--- src/rtl/even_parity_tx.sv ---
// Even-parity frame transmitter: accepts a word over valid/ready, sends it LSB-first
// followed by its parity bit, and presents the latched word and parity in parallel.
module even_parity_tx #(
  parameter int DATA_W = 3,
  parameter int CNT_W  = 8
) (
  input  logic              clk,
  input  logic              rst_n,
  input  logic [DATA_W-1:0] din,
  input  logic              din_valid,
  input  logic              inj_err,
  output logic              din_ready,
  output logic              ser_out,
  output logic              ser_valid,
  output logic              frame_start,
  output logic              frame_end,
  output logic [DATA_W-1:0] par_data,
  output logic              par_bit,
  output logic              par_valid,
  output logic [CNT_W-1:0]  frame_cnt
);

  localparam int IDX_W = (DATA_W > 1) ? $clog2(DATA_W) : 1;
  localparam logic [IDX_W-1:0] LAST_IDX = IDX_W'(DATA_W - 1);

  typedef enum logic [1:0] {IDLE, DATA, PARITY} state_t;

  state_t            state_reg, state_next;
  logic [IDX_W-1:0]  idx_reg, idx_next;
  logic [DATA_W-1:0] par_data_reg, par_data_next;
  logic              par_bit_reg, par_bit_next;
  logic              par_valid_reg, par_valid_next;
  logic              ser_out_reg, ser_out_next;
  logic              ser_valid_reg, ser_valid_next;
  logic              frame_start_reg, frame_start_next;
  logic              frame_end_reg, frame_end_next;
  logic [CNT_W-1:0]  frame_cnt_reg, frame_cnt_next;
  logic              accept;

  // A new word may land on the parity cycle so frames run back to back.
  assign din_ready = rst_n && ((state_reg == IDLE) || (state_reg == PARITY));
  assign accept    = din_valid && din_ready;

  always_ff @(posedge clk or negedge rst_n) begin
    if (!rst_n) begin
      state_reg       <= IDLE;
      idx_reg         <= '0;
      par_data_reg    <= '0;
      par_bit_reg     <= 1'b0;
      par_valid_reg   <= 1'b0;
      ser_out_reg     <= 1'b0;
      ser_valid_reg   <= 1'b0;
      frame_start_reg <= 1'b0;
      frame_end_reg   <= 1'b0;
      frame_cnt_reg   <= '0;
    end else begin
      state_reg       <= state_next;
      idx_reg         <= idx_next;
      par_data_reg    <= par_data_next;
      par_bit_reg     <= par_bit_next;
      par_valid_reg   <= par_valid_next;
      ser_out_reg     <= ser_out_next;
      ser_valid_reg   <= ser_valid_next;
      frame_start_reg <= frame_start_next;
      frame_end_reg   <= frame_end_next;
      frame_cnt_reg   <= frame_cnt_next;
    end
  end

  always_comb begin
    state_next       = state_reg;
    idx_next         = idx_reg;
    par_data_next    = par_data_reg;
    par_bit_next     = par_bit_reg;
    par_valid_next   = 1'b0;
    ser_out_next     = 1'b0;
    ser_valid_next   = 1'b0;
    frame_start_next = 1'b0;
    frame_end_next   = 1'b0;
    frame_cnt_next   = frame_cnt_reg;

    case (state_reg)
      IDLE, PARITY: begin
        if (accept) begin
          state_next = DATA;
          idx_next   = '0;
        end else begin
          state_next = IDLE;
        end
        if (state_reg == PARITY) frame_cnt_next = frame_cnt_reg + CNT_W'(1);
      end
      DATA: begin
        if (idx_reg == LAST_IDX) state_next = PARITY;
        else                     idx_next   = idx_reg + IDX_W'(1);
      end
      default: state_next = IDLE;
    endcase

    if (accept) begin
      par_data_next  = din;
      par_bit_next   = (^din) ^ inj_err;
      par_valid_next = 1'b1;
    end

    // Outputs are registered against the state being entered, giving one-cycle latency.
    case (state_next)
      DATA: begin
        ser_out_next     = par_data_next[idx_next];
        ser_valid_next   = 1'b1;
        frame_start_next = (idx_next == '0);
      end
      PARITY: begin
        ser_out_next   = par_bit_next;
        ser_valid_next = 1'b1;
        frame_end_next = 1'b1;
      end
      default: ;
    endcase
  end

  assign ser_out     = ser_out_reg;
  assign ser_valid   = ser_valid_reg;
  assign frame_start = frame_start_reg;
  assign frame_end   = frame_end_reg;
  assign par_data    = par_data_reg;
  assign par_bit     = par_bit_reg;
  assign par_valid   = par_valid_reg;
  assign frame_cnt   = frame_cnt_reg;

endmodule

--- config.mk ---
export PLATFORM = sky130hd
export DESIGN_NAME = even_parity_tx
export DESIGN_NICKNAME = d
export VERILOG_FILES = /design/src/rtl/even_parity_tx.sv
export SDC_FILE = /design/constraint.sdc
export NUM_CORES = 1
export LEC_CHECK = 0
export ABC_AREA = 1
export CAP_MARGIN = 20
export CORE_ASPECT_RATIO = 1.1
export CORE_MARGIN = 4
export CORE_UTILIZATION = 51
export DETAILED_ROUTE_END_ITERATION = 10
export PLACE_DENSITY = 0.82
export SETUP_SLACK_MARGIN = 0.1
export SLEW_MARGIN = 20
export SYNTH_ARGS = -nofsm -noshare
export SYNTH_HDL_FRONTEND = slang
export SYNTH_SLANG_ARGS = --single-unit
--- constraint.sdc ---
create_clock -name clk -period 2.4 [get_ports clk]
set_input_delay 0.48 -clock clk [delete_from_list [all_inputs] [get_ports clk]]
set_output_delay 0.48 -clock clk [all_outputs]
set_load 0.05 [all_outputs]
Word-level counts from Yosys, hierarchy flattened
Cells that the tools add are included.
{ "word_totals": {"ram_bits": 0, "mem_count": 0, "output_inout_bits": 18, "wordCells": 43, "register_bits": 21, "rom_bits": 0, "latchBits": 0, "inputBits": 7} }
{ "classes": {"n_div": 0, "bitwise_logic": 1, "n_addsub": 2, "magnitude_cmp": 1, "shifts": 0, "n_mul": 0, "eq_ne": 5, "mux": 15, "reduce_logical": 9} }
{ "op_table": {"columns": ["operator", "count"], "rows": [
  ["$add 8x1->8 const B", 1],
  ["$pmux 2 s2", 2],
  ["$mux 1", 7],
  ["$eq 2x2->1 const B", 3],
  ["$mux 2", 3],
  ["$eq 2x1->1 const B", 2],
  ["$logic_not 2->1", 2],
  ["$reduce_or 2->1", 2],
  ["$lt 2x3->1 const B", 1],
  ["$mux 3", 1],
  ["$reduce_xor 3->1", 1],
  ["$add 2x1->2 const B", 1],
  ["$bmux 1 s2", 1],
  ["$logic_and 1x1->1", 2],
  ["$pmux 1 s2", 1],
  ["$reduce_and 2->1", 1],
  ["$logic_or 1x1->1", 1],
  ["$xor 1x1->1", 1]
]} }

Logic depth before layout (Yosys ltp)
{ "depth": {"ltp_word": 9, "ltp_mapped": 9, "depth_no_buf": 9} }

Worst setup path before layout
OpenSTA, ideal clock, no wires.
{ "synth_timing": {"path_type": "input to register", "from": "input rst_n", "to": "register ser_out_reg, in the netlist ser_out", "arrival_ns": 1.471, "path_buffers": 0, "path_stages": 8, "setup_slack_ns": 0.856, "setup_ns": 0.073, "t_required_ns": 2.327, "cell_sequence": "inv_1 > nor2_2 > nand3_1 > nand2_2 > nand2_2 > nand3_2 > nand2_1 > a21oi_2"} }
{ "synth_via": {"word_cells_on_any_way": 13, "cone_classes": "2 x eq/ne; 9 x mux; 2 x reduce/logical"} }
{ "synth_lines": {"columns": ["element", "line_no", "source"], "rows": [
  ["start: declaration", "8", "input logic rst_n,"],
  ["$logic_and 1x1->1", "41", "assign din_ready = rst_n && ((state_reg == IDLE) || (state_reg == PARITY));"],
  ["named net din_ready", "12", "output logic din_ready,"],
  ["$logic_and 1x1->1", "42", "assign accept = din_valid && din_ready;"],
  ["$mux 3", "99", "if (accept) begin"],
  ["named net par_data_next[1]", "30", "logic [DATA_W-1:0] par_data_reg, par_data_next;"],
  ["$bmux 1 s2", "108", "ser_out_next = par_data_next[idx_next];"],
  ["$mux 1 (implied by the code)", "108", null],
  ["$pmux 1 s2", "106", "case (state_next)"],
  ["named net ser_out_next", "33", "logic ser_out_reg, ser_out_next;"],
  ["end signal: assignment", "62", "ser_out_reg <= ser_out_next;"],
  ["end: declaration", "33", null]
]} }
The timed path passes the listed nets, and every way through them passes these cells. The select of a mux whose other input is x is not followed.
A chain may end at the register's enable or synchronous reset.

Final worst setup path
{ "layout_timing": {"from": "register frame_cnt_reg[3], in the netlist frame_cnt[3]", "to": "output frame_cnt[3]"} }
{ "layout_lines": {"columns": ["element", "line_no", "source"], "rows": [
  ["start: declaration", "37", "logic [CNT_W-1:0] frame_cnt_reg, frame_cnt_next;"],
  ["start signal: assignment", "66", "frame_cnt_reg <= frame_cnt_next;"],
  ["end: declaration", "20", "output logic [CNT_W-1:0] frame_cnt"]
]} }
No word-level cell between the ends.

==> results.md <==
- Relative slew slack: 66.1%
- I/O Pins: 25
- Syn Nets: between 100 and 150
- Number of fill cells: 158
- Final TNS setup: 0 ps
- Highest metal used: met4
- CP Capture Point: frame_cnt[3]
- Initial core utilization: 55.4%
- # setup viols final: 0
- FMAX: 492 MHz
- Number of max-cap violations: 0
- Synth-to-Final Area Change: 31.3%
- Met3 routed WL: 99 um
- Pwr per Cell Area: 1270 nW/um^2
- Core Box Area: ~1800 um^2
- Via/cell ratio: 4.81
- Final count of hold timing violations: 0
- ANT nets after route: 0
- Vias in the first global route: 778
- Crit path buf inv count: 1
- Final Util: about 73%
- P_leak: 0.651 nW
- Req. time, crit path: around 1900 ps
- Clock buffer depth: 2
- Layout cells sized above 1: 18.5%
- CTS tree: done
- Antenna violations before repair: 0
- Crit path DAT: 1550 ps
- WL final: 1910 um
- Main synth FF type: dfrtp_1
- Post-Route M1 WL: 821 um
- Clk_lat worst skew: 310 ps
- Final instance area: approximately 1300 um^2
- Max reg flops: 8
- Antenna cells: 0
- WL/cell: 12.1 um
- Mapped Area: about 1000 um^2
- Fin. max-slew vios: 0
- Final GP Congestion: roughly 0.78
- Remaining global-route overflow: 0
- Final period utilization: 84.6%
- Critical R2R Capture: ser_out
- Sequential share of the synthesized area: approximately half
- Fraction of registers with async set/reset: 100%
- Total CTS buffers: 3
- Iter 0 DRT Violations: 6
- DRC: 0
- Clock Pin Slew Worst Setup and Hold Paths: 120 ps
- Hold Path Stages: 1
- # resized after CTS: 0
- R2r worst-path depth: 8
- Die H: 54.9 um
- Reg2Reg Setup Slack: 680 ps
- Synth warn: 0
- Die Area: 2780 um^2
- Worst Setup SP: frame_cnt[3]
- Worst vdd ir: 846 uV
- CP max FO: 4
- Outcome: complete, no violations
- Fin crit period: 2030 ps
- Routed wl met2: ~960 um
- Largest net degree at the start of global routing: 23
- Post-CTS setup buffers: 0
- Flops & latches, synth: 21
- Mean post-synth cell area: 10.1 um^2
- H-tree Lvls: 1
- Number of flops mapped to enable cells by yosys: 0
- CP max stage cell: clkdlybuf4s50_1
- Drt first pass iters: 4
- Kind of critical path: reg2out
- R2r startpoint: idx_reg[0]
- Dpl cell area: 1310 um^2
- Worst path cell trace: clkdlybuf4s50_1
- CP delay by family, top: buffers and inverters
- GR Util All Layers: 16.3%
- RSZ-0062 raised after global routing: no
- CTS sink count: 21
- Syn Inst Count: 101
- IO buf count: 24
- Cell depth of the worst setup path: 1
- FP Rows: 16
- Crit end category: output port
- Power Total: 1.69 mW
- Worst hold path type: reg2reg
- Die width: ~51 um
- First-pass GRT wire length: 3290 um
- Clock Skew: 4.50 ps
- Post-DP HPWL: roughly 1500 um
- Crit path largest cell delay: 830 ps
- Synth cell types: 23
- Cts hold-fix bufs: 0
- Least-Margin Pin Slew: 507 ps
- Routed vias: between 700 and 800
- Fin nets: ~140
- Clock root buffer master: clkbuf_4
- CP startpoint kind: flip-flop
[metrics by stage]
step	setup WS, ps	std cells	hold slack, ps
6_report	369	157	475
3_3_place_gp	379	153	459
2_1_floorplan	856	101	184
5_1_grt	308	157	489
4_1_cts	356	157	482
3_5_place_dp	315	153	466
[cells in the mapped netlist, types with 2 or more instances]
library cell | number | area share [%]
xor2_1 | 6 | 5.2
nor2_1 | 2 | 0.74
nand2_2 | 6 | 3.7
inv_1 | 12 | 4.4
ha_1 | 5 | 6.1
nand3_2 | 3 | 2.9
dfrtp_1 | 21 | 52
nand3_1 | 8 | 3.9
xnor2_1 | 5 | 4.3
nand4_1 | 2 | 1.2
nand2_1 | 16 | 5.9
inv_2 | 4 | 1.5
[cells in the final DEF, fill, tap and decap left out, types with 2 or more instances in the layout]
cell / count
clkdlybuf4s50_1: 23
dfrtp_1: 21
nand2_1: 16
inv_1: 12
nand3_1: 8
nand2_2: 6
xor2_1: 6
xnor2_1: 5
ha_1: 5
inv_2: 4
nand3_2: 3
clkbuf_4: 3
nand4_1: 2
nor2_1: 2
[worst min-delay path by stage]
stage,start,end
final,frame_cnt[7],frame_cnt[7]
after global routing,frame_cnt[7],frame_cnt[7]
after CTS,frame_cnt[7],frame_cnt[7]
after detailed placement,frame_cnt[7],frame_cnt[7]
after global placement,frame_cnt[7],frame_cnt[7]
after floorplan,rst_n,frame_cnt[0]
[area by class of cell]
cell class              instances  area [um^2]  share of cell area [%]
clock buffers                   3         22.5                    1.68
clock inverters                 1         5.00                   0.374
inverters                      17         63.8                    4.77
multi-input cells              63          430                    32.1
flip-flops and latches         21          526                    39.3
well taps                      27         33.8                    2.52
repair buffers                 25          258                    19.3
[routing by layer]
metal | vias up | track usage (%)
met4 | 0 | 8.07
met1 | 351 | 17.7
met3 | 4 | 2.68
li1 | 376 | -
met2 | 24 | 31.1
met5 | - | 0
[power breakdown]
part           internal (mW)  switching [mW]  total [mW]  leakage (nW)
Clock                 0.0622           0.107       0.169        0.0177
Sequential             0.467          0.0780       0.545         0.269
Combinational          0.334           0.645       0.979         0.364
Total                  0.864           0.830        1.69         0.651
[cell families after synthesis]
family / synth area share, %
buffers and inverters: 6.26
AOI/OAI and AO/OA: 2.58
and+or+nand+nor: 22.9
DFF: 51.5
adders and majority gates: 6.13
xor gates and xnor gates: 9.45
muxes: 1.10
(Power assumes the default switching activity.)
